### config.mk
export PLATFORM = sky130hd
export DESIGN_NAME = umi_switch_arbiter
export DESIGN_NICKNAME = d
export VERILOG_FILES = /design/src/rtl/umi_arb_pkg.sv /design/src/rtl/umi_arb_pick.sv /design/src/rtl/umi_switch_arbiter.sv
export SDC_FILE = /design/constraint.sdc
export NUM_CORES = 1
export LEC_CHECK = 0
export ABC_CLOCK_PERIOD_IN_PS = 9700
export CORE_UTILIZATION = 30
export DETAILED_ROUTE_END_ITERATION = 6
export REMOVE_ABC_BUFFERS = 1
export SLEW_MARGIN = 25
export SYNTH_ARGS = -nofsm -noshare
export SYNTH_HDL_FRONTEND = slang
export SYNTH_SLANG_ARGS = --single-unit
### constraint.sdc
create_clock -name clk -period 9.7 [get_ports clk]
set_input_delay 1.94 -clock clk [delete_from_list [all_inputs] [get_ports clk]]
set_output_delay 1.94 -clock clk [all_outputs]
set_load 0.02 [all_outputs]
### src/rtl/umi_arb_pkg.sv
// ---------------------------------------------------------------------------
// umi_arb_pkg
// Shared definitions for the UMI switch output arbiter:
//   arb_mode_e   - arbitration mode encodings carried on the arbmode port
//   lock_state_e - grant lock state (open arbitration / held on registered grant)
//   oh_to_idx()  - one-hot vector (up to 32 bits) to bit index
// ---------------------------------------------------------------------------
package umi_arb_pkg;

    typedef enum logic [1:0] {
        ARB_RR   = 2'b00,
        ARB_PRIO = 2'b01,
        ARB_AGE  = 2'b10
    } arb_mode_e;

    typedef enum logic {
        LK_OPEN = 1'b0,
        LK_HELD = 1'b1
    } lock_state_e;

    // Returns the index of the highest set bit; callers only pass one-hot
    // or all-zero vectors, where all-zero yields 0.
    function automatic int unsigned oh_to_idx(input logic [31:0] oh);
        int unsigned idx;
        idx = 0;
        for (int unsigned k = 0; k < 32; k++) begin
            if (oh[k]) begin
                idx = k;
            end
        end
        return idx;
    endfunction

endpackage

### src/rtl/umi_arb_pick.sv
// ---------------------------------------------------------------------------
// umi_arb_pick
// First-set-bit picker with wrap-around.  Scans req_i starting at start_i,
// moving upward and wrapping modulo N, and returns a one-hot vector of the
// first set bit found (all-zero when req_i is empty).
// Ports:
//   req_i   [N]   candidate vector
//   start_i [IW]  index where the search begins (must be < N)
//   gnt_o   [N]   one-hot winner
// ---------------------------------------------------------------------------
module umi_arb_pick
    import umi_arb_pkg::*;
#(
    parameter int unsigned N = 4,
    localparam int unsigned IW = (N > 1) ? $clog2(N) : 1
) (
    input  logic [N-1:0]  req_i,
    input  logic [IW-1:0] start_i,
    output logic [N-1:0]  gnt_o
);

    int unsigned   idx;
    logic [IW-1:0] pos;
    logic          found;

    always_comb begin
        gnt_o = '0;
        found = 1'b0;
        idx   = 0;
        pos   = '0;
        for (int unsigned k = 0; k < N; k++) begin
            idx = int'(start_i) + k;
            if (idx >= N) begin
                idx = idx - N;
            end
            pos = IW'(idx);
            if (!found && req_i[pos]) begin
                gnt_o[pos] = 1'b1;
                found      = 1'b1;
            end
        end
    end

endmodule

### src/rtl/umi_switch_arbiter.sv
// ---------------------------------------------------------------------------
// umi_switch_arbiter
// Per-output arbiter for the UMI switch.  Picks one of N requesters for a
// single output port, returns ready to the winner only, and holds the grant
// from the first beat of a packet until its EOM beat is accepted.
// Ports:
//   clk, reset            clock, synchronous active-high reset
//   arbmode   [2]         00 round-robin, 01 fixed priority, 10 aging, 11 = 00
//   arbmask   [N]         1 = excluded from new arbitration
//   req_valid [N]         per-requester valid
//   req_eom   [N]         per-requester end-of-message flag
//   req_ready [N]         per-requester ready (grant & out_ready)
//   out_ready             downstream ready
//   out_valid             valid of the granted requester
//   out_eom               eom of the granted requester
//   grant     [N]         one-hot select for the output mux
//   locked                grant frozen on the registered value
// ---------------------------------------------------------------------------
module umi_switch_arbiter
    import umi_arb_pkg::*;
#(
    parameter int unsigned N    = 4,
    parameter int unsigned AGEW = 4
) (
    input  logic         clk,
    input  logic         reset,
    input  logic [1:0]   arbmode,
    input  logic [N-1:0] arbmask,
    input  logic [N-1:0] req_valid,
    input  logic [N-1:0] req_eom,
    output logic [N-1:0] req_ready,
    input  logic         out_ready,
    output logic         out_valid,
    output logic         out_eom,
    output logic [N-1:0] grant,
    output logic         locked
);

    localparam int unsigned IW = (N > 1) ? $clog2(N) : 1;

    lock_state_e   lock_q, lock_d;
    logic [N-1:0]  grant_q, grant_d;
    logic [IW-1:0] rr_ptr_q, rr_ptr_d;
    logic [AGEW-1:0] age_q [N];
    logic [AGEW-1:0] age_d [N];

    logic [N-1:0]  eligible;
    logic [N-1:0]  sat_elig;
    logic [IW-1:0] rr_start;
    logic [N-1:0]  gnt_rr, gnt_prio, gnt_sat;
    logic [N-1:0]  gnt_arb;
    logic          accept;
    logic          eom_accept;

    assign eligible = req_valid & ~arbmask;

    always_comb begin
        sat_elig = '0;
        for (int unsigned i = 0; i < N; i++) begin
            sat_elig[i] = eligible[i] & (&age_q[i]);
        end
    end

    // Search begins one past the last EOM winner, wrapping at N.
    assign rr_start = (rr_ptr_q == IW'(N - 1)) ? '0 : rr_ptr_q + 1'b1;

    umi_arb_pick #(.N(N)) u_pick_rr (
        .req_i   (eligible),
        .start_i (rr_start),
        .gnt_o   (gnt_rr)
    );

    umi_arb_pick #(.N(N)) u_pick_prio (
        .req_i   (eligible),
        .start_i ('0),
        .gnt_o   (gnt_prio)
    );

    umi_arb_pick #(.N(N)) u_pick_sat (
        .req_i   (sat_elig),
        .start_i ('0),
        .gnt_o   (gnt_sat)
    );

    always_comb begin
        gnt_arb = gnt_rr;
        case (arbmode)
            ARB_PRIO: gnt_arb = gnt_prio;
            ARB_AGE:  gnt_arb = (|sat_elig) ? gnt_sat : gnt_prio;
            default:  gnt_arb = gnt_rr;
        endcase
    end

    // All handshake outputs are forced low while reset is asserted.
    always_comb begin
        grant = '0;
        if (!reset) begin
            grant = (lock_q == LK_HELD) ? grant_q : gnt_arb;
        end
    end

    assign out_valid  = |(req_valid & grant);
    assign out_eom    = |(req_eom & grant);
    assign req_ready  = grant & {N{out_ready}};
    assign locked     = (lock_q == LK_HELD) & ~reset;
    assign accept     = out_valid & out_ready;
    assign eom_accept = accept & out_eom;

    // Lock on any beat that does not finish the packet (stall or mid-packet);
    // release only on the accepted EOM beat.
    always_comb begin
        lock_d   = lock_q;
        grant_d  = grant_q;
        rr_ptr_d = rr_ptr_q;
        if (out_valid && !(out_ready && out_eom)) begin
            lock_d  = LK_HELD;
            grant_d = grant;
        end else if (eom_accept) begin
            lock_d = LK_OPEN;
        end
        if (eom_accept) begin
            rr_ptr_d = IW'(oh_to_idx(32'(grant)));
        end
    end

    // Ages count only in aging mode; a completed packet clears its owner's age.
    always_comb begin
        for (int unsigned i = 0; i < N; i++) begin
            age_d[i] = age_q[i];
            if (eom_accept && grant[i]) begin
                age_d[i] = '0;
            end else if ((arbmode == ARB_AGE) && eligible[i] && !grant[i]
                         && !(&age_q[i])) begin
                age_d[i] = age_q[i] + 1'b1;
            end
        end
    end

    always_ff @(posedge clk) begin
        if (reset) begin
            lock_q   <= LK_OPEN;
            grant_q  <= '0;
            rr_ptr_q <= IW'(N - 1);
            for (int unsigned i = 0; i < N; i++) begin
                age_q[i] <= '0;
            end
        end else begin
            lock_q   <= lock_d;
            grant_q  <= grant_d;
            rr_ptr_q <= rr_ptr_d;
            for (int unsigned i = 0; i < N; i++) begin
                age_q[i] <= age_d[i];
            end
        end
    end

endmodule

==> impl_results.md, run 1 <==
- Status: finished clean
- Clock root buffer: clkbuf_8
- Die Width: 86.5 µm
- Yosys cell types: 55
- Io pins: 28
- Ys Warns: 0
- Number of global-route vias before repair: 1957
- Clk_skew: 5.21 ps
- Total gr overflow: 0
- Pleak: between 0.0008 and 0.0009 µW
- Worst hold path type: reg -> reg
- Power Density: 111 nW/µm²
- Worst skew pair latency: 270 ps
- Buf/Inv on CP: 3
- Crit Path Max Fanout: 10
- Iter 0 DRT Violations: ~280
- All-Layer GR Usage: 16.4%
- Nets: 311
- Syn Inst Count: 256
- CP Cell Sequence: clkdlybuf4s50_1 -> nand2b_1 -> o21ai_0 -> a2111oi_1 -> o21ai_0 -> a31oi_1 -> nor4_4 -> inv_1 -> clkdlybuf4s50_1
- Register area share after synthesis: between 20% and 30%
- Global-route wire length before repair: 9670 µm
- DR vias/cell: approximately 5.5
- Met2 usage in global routing: about a quarter
- Antenna-violating nets left: 0
- Share of cells above drive strength 1: 10.4%
- Max cap viols: 0
- Unrepaired setup endpoints after global routing: no
- Delay-heaviest family, CP: compound AO/OA/AOI/OAI gates
- Highest-delay cell along the critical path: a2111oi_1
- Worst vdd ir: 0.0475 mV
- Std-Cell Rows: 30
- Clock sinks: 23
- GRT Max-Usage Layer: met2
- Mean Syn Cell Area: roughly 8.4 µm²
- Main flop type after synthesis: dfxtp_1
- Mapped cell area: 2140 µm²
- PortBufs: 27
- Layout Area Growth over Synthesis: 18.8%
- Slowest stage delay, CP: 810 ps
- # DRC: 0
- CTS Buf Count: 3
- Gpl congestion: 0.982
- Crit. End Element: output pin
- Worst Hold Slack: 485 ps
- Number of H-tree levels: 1
- Setup CP Type: in -> out
- Chip height: 86.5 µm
- First-pass iteration count of the detailed router: 4
- DP HPWL: 4520 µm
- Post-synthesis register bit count: 23
- Die ar.: 7480 µm²
- Final WL: roughly 5900 µm
- Worst EP required: 7760 ps
- # resized after CTS: 0
- Post CTS Setup Buffer Count: 0
- Final TNS setup: 0 ps
- Met1 Track Usage GR: 22.3%
- Hold buffers post-CTS: 0
- Post-synth EDFFs: 0
- Worst-Margin Slew: 884 ps
- Worst setup SP type: input port
- Final core occ: a little under two fifths
- Initial Utilization: a little under a third
- Initial antenna violation count: 0
- Ys async rst share: 0%
- Antenna diodes: 0
- Via count: 2067
- Final setup viols: 0
- Clk buf depth: 2
- Non-filler instance count after layout: approximately 380
- Max Slew Vio Count: 0
- Final-layout fill cell count: between 700 and 800
- Largest net degree at the start of global routing: 29
- Max Fclk: between 100 and 150 MHz
- CTS tree: done
- Drt wl/cell: about 16 µm
- Core Area: 6830 µm²
- Met3 Usage GRT: 2.48%
- Final Critical Period: 7360 ps
- CP Data Arrival Time: 5420 ps
- Placed cell count: 371
- Slew headroom: 40.9%
- Fin. Hold Viols: 0
- Period utilisation layout: between 70% and 80%
- CTS clk-pin slew, worst paths: about 80 ps
==> cells in the mapped netlist, types with 5 or more instances <==
cell type	count	area (µm²)
a31oi_1	6	37.5
o21ai_0	16	80.1
ha_1	14	175
nor3b_1	7	52.6
and2_1	5	31.3
a221oi_1	5	43.8
dfxtp_1	23	460
a211oi_2	7	87.6
nor2_1	16	60.1
inv_1	13	48.8
nand2b_1	9	56.3
nand2_1	16	60.1
xnor2_1	5	43.8
nand3_1	16	80.1
a211oi_1	8	60.1
mux2i_1	13	130
a21oi_1	9	45.0
nor3_1	5	25.0
clkbuf_1	10	37.5
==> path summary, 6_finish.rpt <==
kind          startpoint           to  slack [ps]  depth (start not counted)
max           arbmask[0]    out_valid        2340                          9
min           grant_q[3]   grant_q[3]         490                          2
max reg2reg  rr_ptr_q[0]  rr_ptr_q[1]        5950                          9
min reg2reg   grant_q[3]   grant_q[3]         490                          2
==> flip-flops by register name, indices dropped and copies added (netlist names) <==
signal,flops
rr_ptr_q,2
age_q,16
lock_q,1
grant_q,4
==> worst min-delay path, cell delays in order, from the launching register on <==
cell and delay [ps]:
dfxtp_1 320, o21ai_0 70, a21oi_1 60
==> layer usage <==
layer  up-vias  part of all wire, %
li1       1028                    -
met1       958                   48
met2        68                   44
met3        13                  5.4
met4         0                  2.3
met5         -                    0
==> kinds of logic after synthesis <==
| family | after synthesis | share of synthesized area, % |
|---|---|---|
| adder cells (fa/ha/maj) | 14 | 8.18 |
| buffers and inverters | 26 | 5.61 |
| multiplexers | 15 | 8.18 |
| AO/OA/AOI/OAI | 76 | 28.4 |
| flip-flops | 23 | 21.5 |
| AND/OR/NAND/NOR | 97 | 26.1 |
| XOR/XNOR | 5 | 2.04 |
==> where the power goes <==
part | internal [µW] | total, µW | switching, µW
Sequential | 98.0 | 103 | 5.02
Clock | 29.3 | 59.7 | 30.4
Combinational | 47.6 | 119 | 71.4
Total | 175 | 282 | 107
==> cell type report <==
cell class                      instances  area [µm²]  share of cell area, %
Clock buffer                            4        45.0                   1.77
Inverter                               13        48.8                   1.92
Multi-Input combinational cell        207        1560                   61.4
Sequential cell                        23         460                   18.1
Tap cell                               96         120                   4.72
Timing Repair Buffer                   32         308                   12.1
==> per-stage QoR <==
step / setup slack [ps] / power [µW] / cell area, µm²
global route: 2210 / 299 / 2540
global placement: 2200 / 224 / 2500
floorplan: 3370 / 178 / 2070
finish: 2340 / 282 / 2540
detailed placement: 2430 / 224 / 2500
CTS: 2390 / 285 / 2540
==> cell usage in the layout, fill, tap and decap left out, types with 6 or more instances in the layout <==
cell type	Yosys	final
ha_1	14	14
inv_1	13	13
a31oi_1	6	6
nand2b_1	9	9
mux2i_1	13	13
nor3b_1	7	7
clkdlybuf4s50_1	0	27
a211oi_1	8	8
nand2_1	16	16
a211oi_2	7	7
dfxtp_1	23	23
nor2_1	16	16
a21oi_1	9	9
o21ai_0	16	16
nand3_1	16	16
Note: power is estimated with default switching activity, not from simulation.
==> run 2: changes to the inputs <==
Settings changed: ABC_CLOCK_PERIOD_IN_PS 9700 to 6320.
Clock period 9.7 ns to 6.32 ns, I/O delays scaled along.
==> run 2 against run 1 <==
Effect of this change: core utilization is 0.64 points higher; sequential share of layout area decreased by 0.31 points; clock power up 53%; sequential cell count unchanged; critical path type unchanged; combinational power grew 57%; sequential power up 53%; register-to-register slack got worse by 3300 ps; non-clock buffer count increased by 6; cell count is 1.6% higher; critical endpoint unchanged; total power up 55%.
==> impl_results.md, run 2 (synthesized netlist as in run 1, its figures left out) <==
- Final core occ: 37.9% (+0.64 points)
- Via count: 2062 (-0.24%)
- Hold buffers post-CTS: 0 (unchanged)
- Commonest non-fill, non-tap cells in the layout: clkdlybuf4s50_1, dfxtp_1
- Status: finished clean
- Top reg by flops: age_q
- Unrepaired setup endpoints after global routing: no
- Fin. Hold Viols: 0 (unchanged)
- Worst r2r src: rr_ptr_q[0]
- Crit Path Max Fanout: 7 (-3)
- Hold Path Origin: grant_q[3]
- Total gr overflow: 0 (unchanged)
- Final WL: 6000 µm (+2.4%)
- Worst hold path depth: 2 (unchanged)
- Initial antenna violation count: 0 (unchanged)
- Pleak: 0.000848 µW (+3.7%)
- CTS clk-pin slew, worst paths: 80 ps (about the same)
- First-pass iteration count of the detailed router: 4 (unchanged)
- Largest net degree at the start of global routing: 26 (-10%)
- Number of global-route vias before repair: 1983 (+1.3%)
- Post CTS Setup Buffer Count: 0 (unchanged)
- Std-Cell Rows: 30 (unchanged)
- Period utilisation layout: 93.0%
- Chip height: 86.5 µm (unchanged)
- Reg2Reg Depth: 9 (unchanged)
- Worst Hold Slack: 493 ps (+7.89 ps)
- PortBufs: 27 (unchanged)
- Iter 0 DRT Violations: 141 (-49%)
- Die ar.: 7480 µm² (unchanged)
- # DRC: 0 (unchanged)
- DP HPWL: 4750 µm (+5.2%)
- Worst hold path type: reg -> reg
- Placed cell count: 377 (+1.6%)
- Worst setup SP type: input port
- Power Density: 168 nW/µm² (+52%)
- Core Area: 6830 µm² (unchanged)
- Global-route wire length before repair: 10100 µm (+4.1%)
- Final setup viols: 0 (unchanged)
- Initial Utilization: 31.4% (unchanged)
- Max cap viols: 0 (unchanged)
- Clk buf depth: 2 (unchanged)
- Crit. End Element: output pin
- R2R Setup Slk: 2660 ps (-3290 ps)
- Worst EP required: 5060 ps (-2700 ps)
- DR vias/cell: 5.41 (-1.8%)
- CTS tree: done
- Nets: 317 (+1.9%)
- CP Data Arrival Time: 4610 ps (-810 ps)
- All-Layer GR Usage: 17.1% (+0.71 points)
- Antenna-violating nets left: 0 (unchanged)
- Largest register FFs: 16 (unchanged)
- Drt wl/cell: 15.8 µm (+0.74%)
- Slew headroom: 58.7% (+18 points)
- Hold Path End: grant_q[3]
- Max Fclk: 170 MHz
- Max Slew Vio Count: 0 (unchanged)
- Commonest non-fill, non-tap cell in the layout: clkdlybuf4s50_1
- Die Width: 86.5 µm (unchanged)
- Worst vdd ir: 0.0625 mV (+31%)
- # resized after CTS: 0 (unchanged)
- Io pins: 28 (unchanged)
- Clock sinks: 23 (unchanged)
- Antenna diodes: 0 (unchanged)
- Setup CP Type: in -> out
- Layout Area Growth over Synthesis: 20.9%
- Worst skew pair latency: 260 ps (about the same)
- Final Critical Period: 5880 ps
- Non-filler instance count after layout: 381 (+1.6%)
- Worst-Margin Slew: 614 ps (-270 ps)
- Reg2reg end: rr_ptr_q[1]
- Gpl congestion: 0.830 (-15%)
- Number of H-tree levels: 1 (unchanged)
- Largest regs: age_q: 16 flops, grant_q: 4 flops, rr_ptr_q: 2 flops
- Clock root buffer: clkbuf_8
- Critical Path Source: req_valid[0]
- Share of cells above drive strength 1: 12.3% (+1.9 points)
- CTS Buf Count: 3 (unchanged)
- Final TNS setup: 0 ps (unchanged)
- Clk_skew: 4.96 ps (-0.258 ps)
## run 2: how the worst max path moves through the flow
stage | end | depth (start not counted)
global placement | out_valid | 9
global route | out_valid | 10
CTS | out_valid | 9
detailed placement | out_valid | 9
finish | out_valid | 9
floorplan | req_ready[2] | 5
## run 2: final cells by class
| cell class | count | area (µm²) |
|---|---|---|
| fillers | 735 | 4240 |
| multi-input cells | 207 | 1560 |
| flip-flops and latches | 23 | 460 |
| repair buffers | 38 | 353 |
| well taps | 96 | 120 |
| inverters | 13 | 48.8 |
| clock buffers | 4 | 45.0 |
## run 2: through the flow
step / setup slack [ps] / power, µW / area [µm²]
global route: 229 / 465 / 2590
CTS: 457 / 442 / 2590
global placement: 478 / 349 / 2540
finish: 441 / 436 / 2590
floorplan: 1340 / 273 / 2070
detailed placement: 476 / 348 / 2540
## run 2: power breakdown
group          switching [µW]  internal (µW)  total (µW)
registers                7.28            150         158
clock network            46.3           44.9        91.2
logic                     111           76.2         187
total                     165            272         436
## run 2: routing by layer
| layer | vias up | track usage, % | part of all wire, % |
|---|---|---|---|
| li1 | 1035 | - | - |
| met1 | 963 | 23.5 | 49 |
| met2 | 54 | 28.6 | 45 |
| met3 | 10 | 1.52 | 4.6 |
| met4 | 0 | 4.55 | 2.1 |
| met5 | - | 0 | 0 |
## run 2: critical path, stage by stage
cell and delay (ps):
clkdlybuf4s50_1 450, nor2b_1 210, mux4_2 540, a221o_1 410
a311oi_4 280, a21oi_1 160, nor4_4 480, inv_1 230
clkdlybuf4s50_1 590
